File: src/rtl/ascon_pkg.sv
// Shared types and constants for the ASCON-128 encryption controller.
package ascon_pkg;

  localparam int ROUNDS_A = 12;
  localparam int ROUNDS_B = 6;

  typedef logic [3:0] round_t;

  typedef enum logic [2:0] {
    IDLE    = 3'd0,
    INIT    = 3'd1,
    WAIT_AD = 3'd2,
    AD      = 3'd3,
    WAIT_PT = 3'd4,
    PT      = 3'd5,
    FINAL   = 3'd6,
    DONE    = 3'd7
  } state_t;

endpackage

File: src/rtl/ascon_ctrl_fsm_if.sv
// Block-source handshake between the ASCON controller and whoever feeds it.
interface ascon_ctrl_fsm_if;

  logic start_i;
  logic data_valid_i;
  logic last_block_i;
  logic data_ready_o;
  logic done_o;
  logic busy_o;

  modport master (
    output start_i, data_valid_i, last_block_i,
    input  data_ready_o, done_o, busy_o
  );

  modport slave (
    input  start_i, data_valid_i, last_block_i,
    output data_ready_o, done_o, busy_o
  );

endinterface

File: src/rtl/round_counter.sv
// Round index counter: synchronous load has priority over increment.
module round_counter #(
  parameter int CNT_W = 4,
  parameter int LAST  = 11
) (
  input  logic             clock_i,
  input  logic             resetb_i,
  input  logic             en_i,
  input  logic             ld_i,
  input  logic [CNT_W-1:0] load_i,
  output logic [CNT_W-1:0] count_o,
  output logic             last_o
);

  logic [CNT_W-1:0] count_q;

  // NOTE: sequential state uses non-blocking assignments so every flop samples pre-edge values.
  always_ff @(posedge clock_i or negedge resetb_i) begin
    if (!resetb_i) begin
      count_q <= '0;
    end else if (ld_i) begin
      count_q <= load_i;
    end else if (en_i) begin
      count_q <= count_q + CNT_W'(1);
    end
  end

  assign count_o = count_q;
  assign last_o  = (count_q == CNT_W'(LAST));

endmodule

File: src/rtl/ascon_ctrl_fsm.sv
// Moore controller sequencing ASCON-128 encryption: p12 init, one AD block,
// N plaintext blocks (p6 each), p12 finalization.
module ascon_ctrl_fsm
  import ascon_pkg::*;
#(
  parameter int ROUNDS_A = ascon_pkg::ROUNDS_A,
  parameter int ROUNDS_B = ascon_pkg::ROUNDS_B,
  parameter int CNT_W    = 4
) (
  input  logic                clock_i,
  input  logic                resetb_i,
  ascon_ctrl_fsm_if.slave     bus,
  output logic [CNT_W-1:0]    round_o,
  output logic                en_state_o,
  output logic                sel_init_o,
  output logic                en_xor_data_begin_o,
  output logic                en_xor_key_begin_o,
  output logic                en_xor_key_end_o,
  output logic                en_xor_lsb_end_o,
  output logic                en_cipher_o,
  output logic                en_tag_o,
  output logic                cipher_valid_o
);

  // p6 phases start mid-schedule so both p12 and p6 terminate on the same count.
  localparam logic [CNT_W-1:0] CNT_P6_START = CNT_W'(ROUNDS_A - ROUNDS_B);

  state_t           state_q, state_d;
  logic [CNT_W-1:0] cnt;
  logic             cnt_last, cnt_inc, cnt_ld;
  logic [CNT_W-1:0] cnt_ld_val;
  logic             data_ready, done;

  round_counter #(.CNT_W(CNT_W), .LAST(ROUNDS_A - 1)) u_round_counter (
    .clock_i  (clock_i),
    .resetb_i (resetb_i),
    .en_i     (cnt_inc),
    .ld_i     (cnt_ld),
    .load_i   (cnt_ld_val),
    .count_o  (cnt),
    .last_o   (cnt_last)
  );

  always_ff @(posedge clock_i or negedge resetb_i) begin
    if (!resetb_i) begin
      state_q        <= IDLE;
      cipher_valid_o <= 1'b0;
    end else begin
      state_q        <= state_d;
      cipher_valid_o <= en_cipher_o;
    end
  end

  // NOTE: every signal written below gets a default first, so no path can infer a latch.
  always_comb begin
    state_d             = state_q;
    cnt_inc             = 1'b0;
    cnt_ld              = 1'b0;
    cnt_ld_val          = '0;
    data_ready          = 1'b0;
    done                = 1'b0;
    en_state_o          = 1'b0;
    sel_init_o          = 1'b0;
    en_xor_data_begin_o = 1'b0;
    en_xor_key_begin_o  = 1'b0;
    en_xor_key_end_o    = 1'b0;
    en_xor_lsb_end_o    = 1'b0;
    en_cipher_o         = 1'b0;
    en_tag_o            = 1'b0;

    unique case (state_q)
      IDLE: begin
        cnt_ld = 1'b1;
        if (bus.start_i) state_d = INIT;
      end
      INIT: begin
        en_state_o       = 1'b1;
        cnt_inc          = 1'b1;
        sel_init_o       = (cnt == '0);
        en_xor_key_end_o = cnt_last;
        if (cnt_last) begin
          cnt_ld  = 1'b1;
          state_d = WAIT_AD;
        end
      end
      WAIT_AD: begin
        data_ready = 1'b1;
        if (bus.data_valid_i) begin
          cnt_ld     = 1'b1;
          cnt_ld_val = CNT_P6_START;
          state_d    = AD;
        end
      end
      AD: begin
        en_state_o          = 1'b1;
        cnt_inc             = 1'b1;
        en_xor_data_begin_o = (cnt == CNT_P6_START);
        en_xor_lsb_end_o    = cnt_last;
        if (cnt_last) begin
          cnt_ld  = 1'b1;
          state_d = WAIT_PT;
        end
      end
      WAIT_PT: begin
        data_ready = 1'b1;
        if (bus.data_valid_i) begin
          cnt_ld     = 1'b1;
          cnt_ld_val = bus.last_block_i ? '0 : CNT_P6_START;
          state_d    = bus.last_block_i ? FINAL : PT;
        end
      end
      PT: begin
        en_state_o          = 1'b1;
        cnt_inc             = 1'b1;
        en_xor_data_begin_o = (cnt == CNT_P6_START);
        en_cipher_o         = (cnt == CNT_P6_START);
        if (cnt_last) begin
          cnt_ld  = 1'b1;
          state_d = WAIT_PT;
        end
      end
      FINAL: begin
        en_state_o          = 1'b1;
        cnt_inc             = 1'b1;
        en_xor_data_begin_o = (cnt == '0);
        en_xor_key_begin_o  = (cnt == '0);
        en_cipher_o         = (cnt == '0);
        en_xor_key_end_o    = cnt_last;
        en_tag_o            = cnt_last;
        if (cnt_last) begin
          cnt_ld  = 1'b1;
          state_d = DONE;
        end
      end
      DONE: begin
        done    = 1'b1;
        cnt_ld  = 1'b1;
        state_d = IDLE;
      end
      default: state_d = IDLE;
    endcase
  end

  assign round_o          = cnt;
  assign bus.data_ready_o = data_ready;
  assign bus.done_o       = done;
  assign bus.busy_o       = (state_q != IDLE);

endmodule

File: src/flat_wrapper.sv
// flat-port wrapper written by rule: the top's interface ports become plain ports
module ascon_ctrl_fsm_flat import ascon_pkg::*;
#(
  parameter int ROUNDS_A = ascon_pkg::ROUNDS_A,
  parameter int ROUNDS_B = ascon_pkg::ROUNDS_B,
  parameter int CNT_W    = 4
)
  (clock_i, resetb_i, round_o, en_state_o, sel_init_o, en_xor_data_begin_o, en_xor_key_begin_o, en_xor_key_end_o, en_xor_lsb_end_o, en_cipher_o, en_tag_o, cipher_valid_o, bus_start_i, bus_data_valid_i, bus_last_block_i, bus_data_ready_o, bus_done_o, bus_busy_o);
  ascon_ctrl_fsm_if bus_i ();
  input  logic clock_i;
  input  logic resetb_i;
  output logic [CNT_W-1:0] round_o;
  output logic en_state_o;
  output logic sel_init_o;
  output logic en_xor_data_begin_o;
  output logic en_xor_key_begin_o;
  output logic en_xor_key_end_o;
  output logic en_xor_lsb_end_o;
  output logic en_cipher_o;
  output logic en_tag_o;
  output logic cipher_valid_o;
  input wire logic [$bits(bus_i.start_i)-1:0] bus_start_i;
  input wire logic [$bits(bus_i.data_valid_i)-1:0] bus_data_valid_i;
  input wire logic [$bits(bus_i.last_block_i)-1:0] bus_last_block_i;
  output wire logic [$bits(bus_i.data_ready_o)-1:0] bus_data_ready_o;
  output wire logic [$bits(bus_i.done_o)-1:0] bus_done_o;
  output wire logic [$bits(bus_i.busy_o)-1:0] bus_busy_o;
  assign bus_i.start_i = bus_start_i;
  assign bus_i.data_valid_i = bus_data_valid_i;
  assign bus_i.last_block_i = bus_last_block_i;
  assign bus_data_ready_o = bus_i.data_ready_o;
  assign bus_done_o = bus_i.done_o;
  assign bus_busy_o = bus_i.busy_o;
  ascon_ctrl_fsm #(.ROUNDS_A(ROUNDS_A), .ROUNDS_B(ROUNDS_B), .CNT_W(CNT_W)) u_core (.clock_i(clock_i), .resetb_i(resetb_i), .bus(bus_i), .round_o(round_o), .en_state_o(en_state_o), .sel_init_o(sel_init_o), .en_xor_data_begin_o(en_xor_data_begin_o), .en_xor_key_begin_o(en_xor_key_begin_o), .en_xor_key_end_o(en_xor_key_end_o), .en_xor_lsb_end_o(en_xor_lsb_end_o), .en_cipher_o(en_cipher_o), .en_tag_o(en_tag_o), .cipher_valid_o(cipher_valid_o));
endmodule
File: config.mk
export PLATFORM = sky130hd
export DESIGN_NAME = ascon_ctrl_fsm_flat
export DESIGN_NICKNAME = d
export VERILOG_FILES = /design/src/rtl/ascon_pkg.sv /design/src/rtl/ascon_ctrl_fsm_if.sv /design/src/rtl/round_counter.sv /design/src/rtl/ascon_ctrl_fsm.sv /design/src/flat_wrapper.sv
export SDC_FILE = /design/constraint.sdc
export NUM_CORES = 1
export LEC_CHECK = 0
export CORE_AREA = 2 2 39 41
export CTS_BUF_LIST = sky130_fd_sc_hd__clkbuf_4 sky130_fd_sc_hd__clkbuf_8 sky130_fd_sc_hd__clkbuf_16
export DETAILED_ROUTE_END_ITERATION = 6
export DIE_AREA = 0 0 41 43
export DONT_BUFFER_PORTS = 1
export GPL_TIMING_DRIVEN = 1
export PLACE_DENSITY = 0.57
export SLEW_MARGIN = 10
export SYNTH_ARGS = -nofsm -noshare
export SYNTH_HDL_FRONTEND = slang
export SYNTH_SLANG_ARGS = --single-unit
File: constraint.sdc
create_clock -name clock_i -period 1.4 [get_ports clock_i]
set_input_delay 0.14 -clock clock_i [delete_from_list [all_inputs] [get_ports clock_i]]
set_output_delay 0.14 -clock clock_i [all_outputs]
set_load 0.005 [all_outputs]
== Yosys cells after proc, flatten, opt, wreduce, memory -nomap -nowiden ==
Index checks and enable logic that the tools add are counted.
Widths: inputs -> output; s select.

* Input port bits: 5
* Output and inout bits: 16
* Flip-flop bits (word level): 8
* Word-level logic and storage cells: 56

* Eq/ne operators: 15
* Reduce and logical (&&, ||, !) cells: 10
* Multiplexer cells: 27
* Add/subtract/negate cells: 1

{| class="wikitable"
|+ Operators with widths
! kind !! number
|-
| $mux 3 || 8
|-
| $pmux 3 s7 || 1
|-
| $eq 3x3->1 const B || 4
|-
| $mux 4 || 3
|-
| $mux 1 || 10
|-
| $pmux 4 s2 || 1
|-
| $reduce_or 2->1 || 4
|-
| $eq 3x2->1 const B || 2
|-
| $ne 2x1->1 const B || 3
|-
| $ne 2x2->1 const B || 3
|-
| $reduce_and 6->1 || 1
|-
| $add 4x1->4 const B || 1
|-
| $eq 4x3->1 const B || 1
|-
| $eq 4x4->1 const B || 1
|-
| $logic_not 4->1 || 1
|-
| $pmux 1 s2 || 2
|-
| $reduce_or 4->1 || 1
|-
| $eq 3x1->1 const B || 1
|-
| $logic_not 3->1 || 1
|-
| $pmux 1 s3 || 1
|-
| $reduce_bool 3->1 || 1
|-
| $mux 2 || 1
|-
| $reduce_bool 2->1 || 1
|}

== Longest topological paths before layout ==
* Depth in word-level cells: 5
* Mapped depth: 6
* Depth with buffers taken out: 5

== Hierarchy ==
Synthesis repeated with hierarchy kept, for this count alone.

* Cells, all modules: 70
* Area total of the unflattened synthesis: 631.9 µm²

{| class="wikitable"
|+ Modules (own cells, without submodules)
! module !! instances !! area each (µm²) !! sequential area each (µm²) !! cells each
|-
| ascon_ctrl_fsm || 1 || 421.7 || 100.1 || 50
|-
| round_counter || 1 || 210.2 || 100.1 || 20
|}

== Worst setup path before layout ==
No wires, ideal clock.

* Path kind: reg2reg
* Start point: reg u_core.u_round_counter.count_q[1] (netlist: u_core.u_round_counter.count_o[1])
* End point: reg u_core.u_round_counter.count_q[2] (netlist: u_core.u_round_counter.count_o[2])
* Arrival time: 1.177 ns
* Data required time: 1.313 ns
* Setup slack: 0.137 ns
* Period minus slack after synthesis: 1.263 ns
* Library setup time: 0.087 ns
* Buffers on the path: 0
* Cell stages (with the launch flop): 5
* Cell sequence: dfrtp_1 -> ha_1 -> inv_1 -> or4_1 -> o211ai_1

* Longest elaborated chain between the ends: 4
* Elaborated cells between the ends (all ways): 7
* Classes of those cells: add/sub (1); eq/ne (1); mux (4); reduce/logical (1)

{| class="wikitable"
|+ RTL lines
! item !! RTL line !! RTL
|-
| from (decl) || round_counter.sv:15 || <nowiki>logic [CNT_W-1:0] count_q;</nowiki>
|-
| from (signal assigned) || round_counter.sv:22 || <nowiki>count_q <= load_i;</nowiki>
|-
| from (signal assigned) || round_counter.sv:24 || <nowiki>count_q <= count_q + CNT_W'(1);</nowiki>
|-
| $eq 4x4->1 || round_counter.sv:29 || <nowiki>assign last_o = (count_q == CNT_W'(LAST));</nowiki>
|-
| $mux 1 || - ||
|-
| $pmux 1 s3 || ascon_ctrl_fsm.sv:71 || <nowiki>unique case (state_q)</nowiki>
|-
| $mux 4 / $reduce_bool 2->1 (equally long branches) || - ||
|}

Several ways; a longest one is shown, not always the timed one. The select of a mux whose other input is x is not followed.
A chain may end at the register's enable or synchronous reset.

== Worst setup path in the final report ==
* Start point: reg u_core.u_round_counter.count_q[1] (netlist: u_core.u_round_counter.count_o[1])
* End point: out en_xor_key_end_o

* Longest elaborated chain between the ends: 2

{| class="wikitable"
|+ RTL lines
! item !! RTL line !! RTL
|-
| $eq 4x4->1 || round_counter.sv:29 ||
|-
| $mux 1 || ascon_ctrl_fsm.sv:71 ||
|-
| to (decl) || flat_wrapper.sv:17 || <nowiki>output logic en_xor_key_end_o;</nowiki>
|}

No other way between the ends.

==> run_results.csv <==
group,metric,value,unit
sta,max_slew_margin,75.0,%
job,cap_viol_max_count,0,
power_and_ir_drop,swShare,42.9,%
yosys,synthFlopType,"dfrtp_1",
yosys,yosysWarnings,0,
global_routing,grtUsageMet3,9.42,%
placed_design,dp_cells,94,
floorplanning,die_area,1760,um2
yosys,synth_compound_area_share,19.5,%
global_routing,met2_usage,37.2,%
placed_design,port_buffers,0,
critical_path,setup.worst_path.class,"register to output port",
sta,final.setup_skew,0.00207,ns
sta,slew_viol_final,0,
outcome,status,"finished with violations",
sta,rsz0062_at_grt,"yes",
cts,insertion_delay,0.25,ns
drt,ant_nets,0,
drt,drt_iter0_markers,7,
power_and_ir_drop,p_int,1.03,mW
global_routing,antenna_found_initial,0,
yosys,synth_area,611,um2
sta,finalSetupViolCount,8,
global_routing,gr-usage-met1,25.0,%
critical_path,crit_required,1.26,ns
global_routing,busiest_layer,"met2",
cts,cts-buffers-inserted,3,
power_and_ir_drop,ir_drop,0.00108,V
global_routing,grtUsageTotal,22.8,%
power_and_ir_drop,p_per_area,1870,nW/um2
finish,final.fill_count,115,
drt,vias,630,
sta,worst_pin_slew,0.373,ns
global_routing,grt_pass1_vias,619,
outcome,violations,"negative setup slack",
sta,fmax,667,MHz
critical_path,start_kind,"register",
finish,nNetsFinal,106,
finish,n_antenna_cell,0,
finish,final_cells,112,
yosys,synth.distinct_cells,32,
yosys,synth_fa_ha_area_share,6.15,%
sta,tns,-0.426,ns
sta,fin_crit_sh,107,%
floorplanning,core_region_area,1380,um2
global_routing,overflow,0,
sta,post-route-min-period,1.50,ns
power_and_ir_drop,p_switching,0.774,mW
power_and_ir_drop,power_frac_seq,23.6,%
critical_path,arrival,1.36,ns
finish,drive_above_1_share,52.1,%
floorplanning,initial_core_util,44.1,%
power_and_ir_drop,p_leak,0.433,nW
cts,clock_sinks,8,
yosys,synth_cells,73,
placed_design,place_congestion,0.723,
power_and_ir_drop,pwr-share-clk,9.8,%
yosys,ys_seq_area_share,32.8,%
sta,layout_setup_ws,-0.0994,ns
yosys,synth_xor_area_share,5.53,%
floorplanning,ios,21,
yosys,synth_edf_count,0,
cts,clkSlewWorstSetupHoldPaths,0.05,ns
drt,first_pass_iters,4,
cts,clockRootBuffer,"clkbuf_4",
yosys,synth_nets,81,
finish,areaGrowthSynthToFinish,58.4,%
yosys,synth.area.mux_share,0,%
critical_path,cp_max_fo,6,
min_path,hp-class,"input pin to register",
cts,ctsLongestPathBuffers,2,
critical_path,critPathCaptureType,"output port",
cts,cts_tree,"done",
sta,hold_viol_final,0,
drt,drc,0,
global_routing,grt_pass1_wl,2.66,mm
yosys,avgSynthCellArea,8.36,um2
drt,totalWireLength,1.68,mm
cts,htree_levels,1,
yosys,ys_ff_latch,8,
global_routing,grt_max_degree,13,
yosys,async_reset_ff_share,100,%
floorplanning,std_cell_rows,14,
critical_path,slowest_delay,0.40,ns
floorplanning,fp.dieH,43,um
finish,regArea,203,um2
yosys,synth-simple-area-share,25.0,%
drt,viasPerCell,5.63,
critical_path,cp_slowest_cell,"dfrtp_1",
critical_path,crit_top_cell,"buf_6",
critical_path,cp_cell_sequence,"ha_2, nand3b_1, buf_6, buf_6, a21oi_4",
yosys,synth_top_family_by_area,"simple AND/OR/NAND/NOR gates",
power_and_ir_drop,combPwrFrac,66.6,%
finish,multi_input_area,477,um2
floorplanning,die_w,41,um
placed_design,hpwlAfterDp,1.03,mm
drt,wl_per_cell,15.0,um
[layout make-up]
cell class	instances	share of cell area (%)
multi-input cells	54	49.3
well taps	16	2.07
inverters	7	4.01
repair buffers	24	21.3
clock buffers	3	2.33
flip-flops and latches	8	21.0
[critical path, delay by kind of cell (launching register included)]
family	cells	cell delay [ns]
and+or+nand+nor	1	0.10
buffers and inverters	2	0.28
AOI/OAI and AO/OA	1	0.11
adders and majority gates	1	0.22
DFF	1	0.40
[Yosys cell counts (2+ instances only)]
cell type,number,area (um2)
dfrtp_1,8,200
nand2_1,7,26.3
nand2b_1,2,12.5
inv_1,6,22.5
a22oi_1,2,15.0
o21ai_0,4,20.0
nor2_1,6,22.5
nor3_1,2,10.0
ha_1,3,37.5
or3_1,2,12.5
a21oi_1,7,35.0
and3_1,2,12.5
xnor2_1,2,17.5
nand3_1,2,10.0
[final timing paths]
path                                                    from  slack [ns]                                 to  cells after the start
min in group asynchronous                           resetb_i        0.23                  u_core.state_q[1]                      1
max                        u_core.u_round_counter.count_o[1]        -0.1                   en_xor_key_end_o                      5
min                                         bus_data_valid_i        0.08  u_core.u_round_counter.count_o[3]                      3
max in group asynchronous                           resetb_i        0.88                  u_core.state_q[2]                      1
max reg2reg                u_core.u_round_counter.count_o[1]       -0.04  u_core.u_round_counter.count_o[2]                      5
min reg2reg                u_core.u_round_counter.count_o[2]        0.69  u_core.u_round_counter.count_o[3]                      2
[cell families after synthesis]
family,count (synthesis)
and+or+nand+nor,28
AOI/OAI and AO/OA,20
buffers and inverters,11
DFF,8
xor gates and xnor gates,3
adders and majority gates,3
[stage by stage]
stage	power (mW)	hold slack [ns]	worst slack (ns)	utilization, %	area [um2]
2_1_floorplan	0.957	-0.156	0.137	-	611
6_report	1.81	0.0839	-0.0994	69.9	967
5_1_grt	1.97	0.0920	-0.200	69.9	967
3_3_place_gp	1.17	-0.155	0.0423	48.4	669
3_5_place_dp	1.18	-0.155	0.0308	48.4	669
4_1_cts	1.64	0.0790	-0.143	61.8	855
[layer usage]
layer / part of all wire (%) / up-vias
met4: 1.5 / 0
met5: 0 / -
met1: 37 / 303
met2: 56 / 22
met3: 5.7 / 4
li1: - / 301
[what timing repair did]
item,CTS,global route
hold endpoints to repair,8,0
pin swaps,2,6
buffers inserted,9,5
gates cloned,0,1
endpoints found under the setup margin,9,14
hold buffers,1,0
resized for setup,25,14
[registers in the layout, summed over array words and instances (netlist names)]
register / count
u_core.state_q: 3
u_core.cipher_valid_o: 1
u_core.u_round_counter.count_o: 4
[power by group through the flow]
stage,combinational [mW],sequential (mW),clock (mW)
after floorplan,0.561,0.396,0
after global placement,0.745,0.420,0
after detailed placement,0.754,0.425,0
after CTS,1.03,0.419,0.184
after global routing,1.33,0.442,0.198
final,1.20,0.426,0.178
[cells in the final DEF, fill, tap and decap left out, drive strengths merged, types with 2 or more instances in the layout]
cell / count
nand3: 2
dfrtp: 8
ha: 3
clkbuf: 3
nor2: 6
and3: 2
xnor2: 3
nor3: 3
nand2: 7
a22oi: 2
inv: 6
nand2b: 2
a21oi: 7
o21ai: 5
buf: 23
or3: 2
Power figures use the tool's default switching activity.
